--- config.mk ---
export PLATFORM = sky130hd
export DESIGN_NAME = lcd_status_reader
export DESIGN_NICKNAME = d
export VERILOG_FILES = /design/src/rtl/lcd_status_reader_pkg.sv /design/src/rtl/lcd_status_reader_phase_timer.sv /design/src/rtl/lcd_status_reader.sv
export SDC_FILE = /design/constraint.sdc
export NUM_CORES = 1
export LEC_CHECK = 0
export BUFFER_PORTS_ARGS = -buffer_cell sky130_fd_sc_hd__buf_4
export CAP_MARGIN = 40
export CORE_ASPECT_RATIO = 0.5
export CORE_MARGIN = 4
export CORE_UTILIZATION = 61
export DETAILED_ROUTE_END_ITERATION = 8
export GPL_TIMING_DRIVEN = 0
export PLACE_DENSITY = 0.84
export SETUP_SLACK_MARGIN = 0.3
export SKIP_CTS_REPAIR_TIMING = 1
export SYNTH_ARGS = -nofsm -noshare
export SYNTH_HDL_FRONTEND = slang
export SYNTH_SLANG_ARGS = --single-unit
--- constraint.sdc ---
create_clock -name clock -period 4.23 [get_ports clock]
set_clock_uncertainty 0.1 [all_clocks]
set_input_delay 0.423 -clock clock [delete_from_list [all_inputs] [get_ports clock]]
set_output_delay 0.423 -clock clock [all_outputs]
set_load 0.03 [all_outputs]
--- src/rtl/lcd_status_reader_pkg.sv ---
// Shared HD44780 bus definitions: default timing, bus constants and read FSM states.
// Used by both the status reader and the LCD write driver.
package lcd_defs;

  localparam int SETUP_CYCLES_DEF   = 4;
  localparam int EN_HIGH_CYCLES_DEF = 16;
  localparam int HOLD_CYCLES_DEF    = 4;
  localparam int EN_LOW_CYCLES_DEF  = 12;
  localparam int POLL_LIMIT_DEF     = 50000;

  localparam logic RS_INSTR = 1'b0;
  localparam logic RW_READ  = 1'b1;

  typedef enum logic [2:0] {
    ST_IDLE     = 3'd0,
    ST_WAIT_GNT = 3'd1,
    ST_SETUP    = 3'd2,
    ST_EN_HIGH  = 3'd3,
    ST_HOLD     = 3'd4,
    ST_EN_LOW   = 3'd5,
    ST_DONE     = 3'd6
  } lcd_state_e;

  function automatic int max_of4(input int a, input int b, input int c, input int d);
    int m;
    m = a;
    if (b > m) m = b;
    if (c > m) m = c;
    if (d > m) m = d;
    return m;
  endfunction

  // Width that holds 0..n-1, never below one bit.
  function automatic int ctr_width(input int n);
    return (n > 1) ? $clog2(n) : 1;
  endfunction

endpackage

--- src/rtl/lcd_status_reader_phase_timer.sv ---
// Down-counting phase timer: load N-1, count to zero, expired flags the phase's last clock.
// Reusable by the LCD write driver for its own bus phases.
module lcd_phase_timer #(
  parameter int W = 4
) (
  input  logic         clock,
  input  logic         reset_n,
  input  logic         load,
  input  logic [W-1:0] load_val,
  output logic         expired
);

  logic [W-1:0] cnt_q;
  logic [W-1:0] cnt_d;

  // Next count: reload wins, otherwise count down and rest at zero.
  always_comb begin
    cnt_d = cnt_q;
    if (load) begin
      cnt_d = load_val;
    end else if (cnt_q != '0) begin
      cnt_d = cnt_q - W'(1);
    end else begin
      cnt_d = cnt_q;
    end
  end

  // Count register.
  always_ff @(posedge clock or negedge reset_n) begin
    if (!reset_n) begin
      cnt_q <= '0;
    end else begin
      cnt_q <= cnt_d;
    end
  end

  assign expired = (cnt_q == '0);

endmodule

--- src/rtl/lcd_status_reader.sv ---
// HD44780 instruction-register reader: arbitrates for the LCD pins, runs RS=0/RW=1 read
// cycles and returns BF/AC, optionally re-reading until the controller reports not-busy.
module lcd_status_reader
  import lcd_defs::*;
#(
  parameter int SETUP_CYCLES   = SETUP_CYCLES_DEF,
  parameter int EN_HIGH_CYCLES = EN_HIGH_CYCLES_DEF,
  parameter int HOLD_CYCLES    = HOLD_CYCLES_DEF,
  parameter int EN_LOW_CYCLES  = EN_LOW_CYCLES_DEF,
  parameter int POLL_LIMIT     = POLL_LIMIT_DEF
) (
  input  logic       clock,
  input  logic       reset_n,
  input  logic       start,
  input  logic       poll,
  output logic       bus_req,
  input  logic       bus_gnt,
  input  logic [7:0] lcd_data_in,
  output logic       lcd_read,
  output logic       lcd_rs,
  output logic       lcd_rw,
  output logic       lcd_en,
  output logic       busy,
  output logic       done,
  output logic       bf,
  output logic [6:0] ac,
  output logic       timeout
);

  localparam int PW  = ctr_width(max_of4(SETUP_CYCLES, EN_HIGH_CYCLES, HOLD_CYCLES, EN_LOW_CYCLES));
  localparam int RCW = ctr_width(POLL_LIMIT + 1);
  localparam logic [RCW-1:0] READS_MAX = RCW'(POLL_LIMIT);

  lcd_state_e     state_q, state_d;
  logic           poll_q, poll_d;
  logic [RCW-1:0] reads_q, reads_d;
  logic           bf_q, bf_d;
  logic [6:0]     ac_q, ac_d;
  logic           timeout_q, timeout_d;
  logic           done_q, done_d;
  logic           busy_q, busy_d;
  logic           bus_req_q, bus_req_d;
  logic           lcd_read_q, lcd_read_d;
  logic           lcd_rw_q, lcd_rw_d;
  logic           lcd_en_q, lcd_en_d;
  logic           pins_d;
  logic           tmr_load;
  logic [PW-1:0]  tmr_val;
  logic           tmr_expired;

  lcd_phase_timer #(.W(PW)) u_phase_timer (
    .clock    (clock),
    .reset_n  (reset_n),
    .load     (tmr_load),
    .load_val (tmr_val),
    .expired  (tmr_expired)
  );

  // Next state, capture of BF/AC and poll bookkeeping; outputs decoded from the next state
  // so every pin comes straight from a flop.
  always_comb begin
    state_d   = state_q;
    poll_d    = poll_q;
    reads_d   = reads_q;
    bf_d      = bf_q;
    ac_d      = ac_q;
    timeout_d = timeout_q;
    tmr_load  = 1'b0;
    tmr_val   = '0;

    case (state_q)
      ST_IDLE: begin
        if (start) begin
          poll_d    = poll;
          timeout_d = 1'b0;
          reads_d   = '0;
          state_d   = ST_WAIT_GNT;
        end else begin
          state_d = ST_IDLE;
        end
      end
      ST_WAIT_GNT: begin
        if (bus_gnt) begin
          state_d  = ST_SETUP;
          tmr_load = 1'b1;
          tmr_val  = PW'(SETUP_CYCLES - 1);
        end else begin
          state_d = ST_WAIT_GNT;
        end
      end
      ST_SETUP: begin
        if (tmr_expired) begin
          state_d  = ST_EN_HIGH;
          tmr_load = 1'b1;
          tmr_val  = PW'(EN_HIGH_CYCLES - 1);
        end else begin
          state_d = ST_SETUP;
        end
      end
      ST_EN_HIGH: begin
        if (tmr_expired) begin
          bf_d     = lcd_data_in[7];
          ac_d     = lcd_data_in[6:0];
          reads_d  = (reads_q == READS_MAX) ? reads_q : reads_q + RCW'(1);
          state_d  = ST_HOLD;
          tmr_load = 1'b1;
          tmr_val  = PW'(HOLD_CYCLES - 1);
        end else begin
          state_d = ST_EN_HIGH;
        end
      end
      ST_HOLD: begin
        if (tmr_expired) begin
          state_d  = ST_EN_LOW;
          tmr_load = 1'b1;
          tmr_val  = PW'(EN_LOW_CYCLES - 1);
        end else begin
          state_d = ST_HOLD;
        end
      end
      ST_EN_LOW: begin
        if (!tmr_expired) begin
          state_d = ST_EN_LOW;
        end else if (!poll_q || !bf_q) begin
          state_d = ST_DONE;
        end else if (reads_q < READS_MAX) begin
          // Still busy: go straight back to SETUP, the pins stay ours.
          state_d  = ST_SETUP;
          tmr_load = 1'b1;
          tmr_val  = PW'(SETUP_CYCLES - 1);
        end else begin
          timeout_d = 1'b1;
          state_d   = ST_DONE;
        end
      end
      ST_DONE: begin
        state_d = ST_IDLE;
      end
      default: begin
        state_d = ST_IDLE;
      end
    endcase

    pins_d     = (state_d == ST_SETUP) || (state_d == ST_EN_HIGH) ||
                 (state_d == ST_HOLD)  || (state_d == ST_EN_LOW);
    busy_d     = pins_d || (state_d == ST_WAIT_GNT);
    bus_req_d  = busy_d;
    lcd_read_d = pins_d;
    lcd_rw_d   = pins_d ? RW_READ : ~RW_READ;
    lcd_en_d   = (state_d == ST_EN_HIGH);
    done_d     = (state_d == ST_DONE);
  end

  // State and registered outputs.
  always_ff @(posedge clock or negedge reset_n) begin
    if (!reset_n) begin
      state_q    <= ST_IDLE;
      poll_q     <= 1'b0;
      reads_q    <= '0;
      bf_q       <= 1'b0;
      ac_q       <= 7'h00;
      timeout_q  <= 1'b0;
      done_q     <= 1'b0;
      busy_q     <= 1'b0;
      bus_req_q  <= 1'b0;
      lcd_read_q <= 1'b0;
      lcd_rw_q   <= 1'b0;
      lcd_en_q   <= 1'b0;
    end else begin
      state_q    <= state_d;
      poll_q     <= poll_d;
      reads_q    <= reads_d;
      bf_q       <= bf_d;
      ac_q       <= ac_d;
      timeout_q  <= timeout_d;
      done_q     <= done_d;
      busy_q     <= busy_d;
      bus_req_q  <= bus_req_d;
      lcd_read_q <= lcd_read_d;
      lcd_rw_q   <= lcd_rw_d;
      lcd_en_q   <= lcd_en_d;
    end
  end

  assign bus_req  = bus_req_q;
  assign lcd_read = lcd_read_q;
  assign lcd_rs   = RS_INSTR;
  assign lcd_rw   = lcd_rw_q;
  assign lcd_en   = lcd_en_q;
  assign busy     = busy_q;
  assign done     = done_q;
  assign bf       = bf_q;
  assign ac       = ac_q;
  assign timeout  = timeout_q;

endmodule
After elaboration in Yosys (flattened, before gate mapping)
Cells that the tools add are included.
{"block": "word_totals", "register_bits": 38, "input_bits": 13, "output_inout_bits": 16, "word_cells": 86}
{"block": "op_classes", "n_addsub": 2, "magnitude_cmp": 1, "eq_ne": 18, "muxes": 35, "reduce_logical": 18}
{"op": "$mux W16", "n": 3}
{"op": "$pmux W16 S2", "n": 1}
{"op": "$pmux W4 S5", "n": 1}
{"op": "$pmux W3 S6", "n": 1}
{"op": "$add A16 B1 Y16 const B", "n": 1}
{"op": "$eq A16 B16 Y1 const B", "n": 1}
{"op": "$lt A16 B16 Y1 const B", "n": 1}
{"op": "$mux W4", "n": 4}
{"op": "$eq A3 B3 Y1 const B", "n": 5}
{"op": "$mux W1", "n": 13}
{"op": "$eq A3 B2 Y1 const B", "n": 4}
{"op": "$mux W2", "n": 6}
{"op": "$mux W3", "n": 4}
{"op": "$ne A2 B2 Y1 const B", "n": 6}
{"op": "$eq A3 B1 Y1 const B", "n": 2}
{"op": "$reduce_bool A2 Y1", "n": 3}
{"op": "$logic_or A1 B1 Y1", "n": 5}
{"op": "$reduce_and A5 Y1", "n": 1}
{"op": "$logic_not A4 Y1", "n": 1}
{"op": "$reduce_and A2 Y1", "n": 2}
{"op": "$reduce_and A4 Y1", "n": 1}
{"op": "$reduce_bool A4 Y1", "n": 1}
{"op": "$sub A4 B1 Y4 const B", "n": 1}
{"op": "$logic_not A3 Y1", "n": 1}
{"op": "4 further kinds", "n": 5}

Depth between registers and ports, before layout
{"block": "logic_depth", "ltp_word": 10, "mapped_depth": 8, "mapped_depth_nobuf": 7}

Cells and area by module
Synthesis repeated with hierarchy kept, for this count alone.
{"block": "hier_totals", "cells_unflattened": 232, "area_unflattened_um2": 2173.3}
{"mod": "lcd_status_reader", "n_inst": 1, "cells_per_inst": 210, "area_per_inst_um2": 1939.4, "seq_area_each_um2": 825.8}
{"mod": "lcd_phase_timer", "n_inst": 1, "cells_per_inst": 22, "area_per_inst_um2": 234.0, "seq_area_each_um2": 100.1}

Worst setup path after synthesis
No wires, ideal clock.
{"block": "synth_path", "path_kind": "register to register", "startpoint": "register u_phase_timer.cnt_q[0]", "endpoint": "register reads_q[14]", "setup_time_ps": 132, "arrival_time_ps": 1770, "required_time_ps": 3998, "path_slack_ps": 2228, "path_stages_with_launch": 9, "path_buffers": 1, "period_less_slack_ps": 2002, "path_cell_list": "dfrtp_1 -> inv_1 -> ha_1 -> or3b_4 -> o22a_4 -> buf_6 -> nor4_4 -> xnor2_1 -> nor2_1"}
{"block": "synth_between", "elab_chain_len": 3}
{"item": "start, declared", "line_no": "lcd_status_reader_phase_timer.sv:13", "rtl": "logic [W-1:0] cnt_q;"}
{"item": "start signal, assigned", "line_no": "lcd_status_reader_phase_timer.sv:33", "rtl": "cnt_q <= cnt_d;"}
{"item": "$logic_not A4 Y1", "line_no": "lcd_status_reader_phase_timer.sv:37", "rtl": "assign expired = (cnt_q == '0);"}
{"item": "$ne A2 B2 Y1 (no source line)"}
{"item": "$reduce_and A4 Y1 (no source line)"}
{"item": "end signal, assigned", "line_no": "lcd_status_reader.sv:172", "rtl": "reads_q <= reads_d;"}
{"item": "end, declared", "line_no": "lcd_status_reader.sv:36", "rtl": "logic [RCW-1:0] reads_q, reads_d;"}
No other way between the ends.
A chain may end at the register's enable or synchronous reset.

Worst setup path after layout
{"block": "layout_path", "startpoint": "register u_phase_timer.cnt_q[0]", "endpoint": "register reads_q[0]"}
Same word-level chain as after synthesis.

==> key figures <==
STA
  – Final max-slew violation count: 0
  – Final hold violation count: 37
  – Final worst path period need: 2.23 ns
  – Setup TNS: 0 ns
  – Post-route setup slack: 2.00 ns
  – RSZ-0062 raised after global routing: false
  – Endpoints failing setup: 0
  – Fmax: 0.449 GHz
  – Final critical-path share of the clock period: 52.7%
  – Worst hold slack: -0.0190 ns

Synthesis
  – Most frequent cells after synthesis: 37 x dfrtp_1, 23 x nor2_1, 17 x xnor2_1
  – Yosys top cell area share: 43.0%
  – Post-synth EDFFs: 0
  – Top-count cell post-synth: dfrtp_1
  – Ys async rst share: 100%
  – Primary FF master, synth: dfrtp_1
  – Post-synthesis cell count: 200
  – Mapped cell area: 2150 µm²
  – Syn nets: 218
  – Seq/Total Area, Yosys: 43.0%
  – Leading area contributor after synthesis: dfrtp_1
  – Synth area leaders: dfrtp_1 43%, xnor2_1 6.9%, mux2_2 4.7%
  – Seq cells post-synth: 37
  – Distinct cell type count after synthesis: 52
  – Syn_area_per_cell: 10.8 µm²
  – Number of synthesis warnings: 0

Finish
  – Area of the multi-input gates: 1130 µm²
  – Layout cell share with drive strength beyond 1: 31.1%
  – Register Area: 926 µm²
  – # fillers: 204
  – Final core utilization: 79.4%
  – Post-route cell area: 2530 µm²
  – ANT cells: 0
  – Area delta synth->final: 17.6%
  – Fin nets: 252

CTS
  – CTS tree: done
  – # clock sinks: 37
  – Clock buffer depth: 2
  – Worst skew pair latency: 0.29 ns
  – Clock Pin Slew Worst Setup and Hold Paths: 0.08 ns
  – CTS root buffer: clkbuf_8
  – H-Tree Depth: 2
  – Total CTS buffers: 5

Critical path
  – Crit path buffers/inverters: 2
  – Critical Path AT: 2.35 ns
  – CP max FO: 10
  – Slowest-stage cell, CP: or3b_4
  – CP Launch Type: flop
  – Setup CP Type: reg2reg
  – Ordered cell list for the critical path: inv_1 > ha_1 > or3b_4 > o22a_4 > buf_6 > a211oi_2 > nand4_1 > o21ai_1
  – CP top delay family: compound AO/OA/AOI/OAI gates
  – Worst path required time: 4.35 ns
  – Crit path capture type: flop
  – Slowest stage delay, CP: 0.42 ns

Power and ir drop
  – Clock power share: 19.8%
  – PD cells: 642 nW/µm²
  – Combinational Power Share: 47.8%
  – Leak Pwr: 1.10 nW
  – Maximum vdd drop: 435 µV
  – Sw frac: 40.0%
  – Sequential Power Share: 32.4%
  – Power Internal: 975 µW
  – Psw: 650 µW

Detailed routing
  – Via total after detailed routing: 1,618
  – Drt drc: 0
  – Total wire length: 4.34 mm
  – 1st-iter DRT viols: 47
  – Mean routed wirelength per cell: 15.3 µm
  – Drt first pass iters: 4
  – Drt via density: 5.72
  – DRT antenna net count: 0

Global route
  – Vias in the first global route: 1,754
  – Grt ovf: 0
  – Antenna violations before repair: 0
  – Gr usage total: 21.1%
  – Largest net degree at the start of global routing: 38
  – First-pass GRT wire length: 7.76 mm

Job
  – Max-cap violations: 0

Place
  – Placed Area: 2420 µm²
  – RD Place Congestion: 0.858
  – Worst slack, placed: 2.03 ns
  – DP Wirelength: 3.04 mm
  – I/O Buffers: 27

Worst hold path
  – Min-Delay Path Class: in2async

Die
  – Initial Utilization: 67.5%
  – Full die area: 4600 µm²
  – Die width: 92.0 µm
  – Core area: 3190 µm²
  – Height of the die: 50.0 µm
  – I/O pin cnt: 29
  – # rows: 14

Outcome
  – Status: finished, violations left
  – Failing checks: negative hold slack
[placed cells by master (no fill, tap or decap), types with 3 or more instances in the layout]
| master | instances |
|---|---|
| nand4_1 | 5 |
| nor2_1 | 23 |
| nand2_1 | 8 |
| mux2_2 | 9 |
| a2111oi_2 | 3 |
| nor3_1 | 7 |
| buf_4 | 31 |
| nor3_2 | 5 |
| mux2i_1 | 3 |
| and2_1 | 3 |
| clkbuf_8 | 6 |
| ha_1 | 5 |
| dfrtp_1 | 37 |
| inv_1 | 8 |
| and3_1 | 3 |
| o21ai_0 | 3 |
| nand3_1 | 4 |
| a21oi_1 | 4 |
| xnor2_1 | 17 |
| nand2b_1 | 3 |
| buf_2 | 5 |
| o21ai_1 | 3 |
[per-layer routing]
metal | GRT usage (%) | up-vias | share of wire (%)
met1 | 26.3 | 794 | 45
met2 | 36.6 | 44 | 48
li1 | - | 776 | -
met4 | 4.43 | 0 | 0.69
met5 | 0 | - | 0
met3 | 6.23 | 4 | 6.2
[path summary, 6_finish.rpt]
kind / startpoint / slack (ns) / endpoint / cells past startpoint
setup / recovery: u_phase_timer.cnt_q[0] / 2.00 / reads_q[0] / 8
min in group clock: lcd_data_in[4] / 0.26 / ac[4] / 2
setup reg to reg: u_phase_timer.cnt_q[0] / 2.00 / reads_q[0] / 8
max in group asynchronous: reset_n / 3.72 / ac[3] / 1
hold reg to reg: ac[3] / 0.41 / ac[3] / 1
hold / removal: reset_n / -0.02 / reads_q[4] / 1
[stage by stage]
step	power, mW	cells
after detailed placement	1.31	275
after global routing	1.73	283
after CTS	1.63	283
after floorplan	1.09	200
after global placement	1.28	275
final	1.63	283
[registers in the layout, indices dropped and copies added (netlist names)]
register	flops
reads_q	16
ac	7
u_phase_timer.cnt_q	4
state_q	3
bf	1
bus_req	1
done	1
lcd_en	1
lcd_read	1
poll_q	1
timeout	1
[power groups by stage]
stage	Combinational [mW]	Sequential, mW	Clock (mW)
5_1_grt	0.849	0.538	0.344
3_3_place_gp	0.752	0.526	0
3_5_place_dp	0.776	0.532	0
6_report	0.777	0.526	0.322
2_1_floorplan	0.462	0.626	0
4_1_cts	0.782	0.524	0.327
[layout make-up]
class / count / share of cell area (%)
Tap cell: 48 / 2.37
Clock buffer: 7 / 3.41
Buffer: 11 / 2.77
Inverter: 8 / 1.19
Timing Repair Buffer: 27 / 8.00
Sequential cell: 37 / 36.6
Clock inverter: 1 / 1.19
Multi-Input combinational cell: 144 / 44.5
[logic make-up (layout without fill, tap and decap cells)]
group	after synthesis	after routing	synth area share, %
AND/OR/NAND/NOR	82	82	25.1
flip-flops	37	37	43.0
AO/OA/AOI/OAI	27	27	11.2
buffers and inverters	19	54	4.65
XOR/XNOR	17	17	6.91
multiplexers	12	12	6.10
adder cells (fa/ha/maj)	5	5	2.91
other	1	1	0.174
Note: power is estimated with default switching activity, not from simulation.
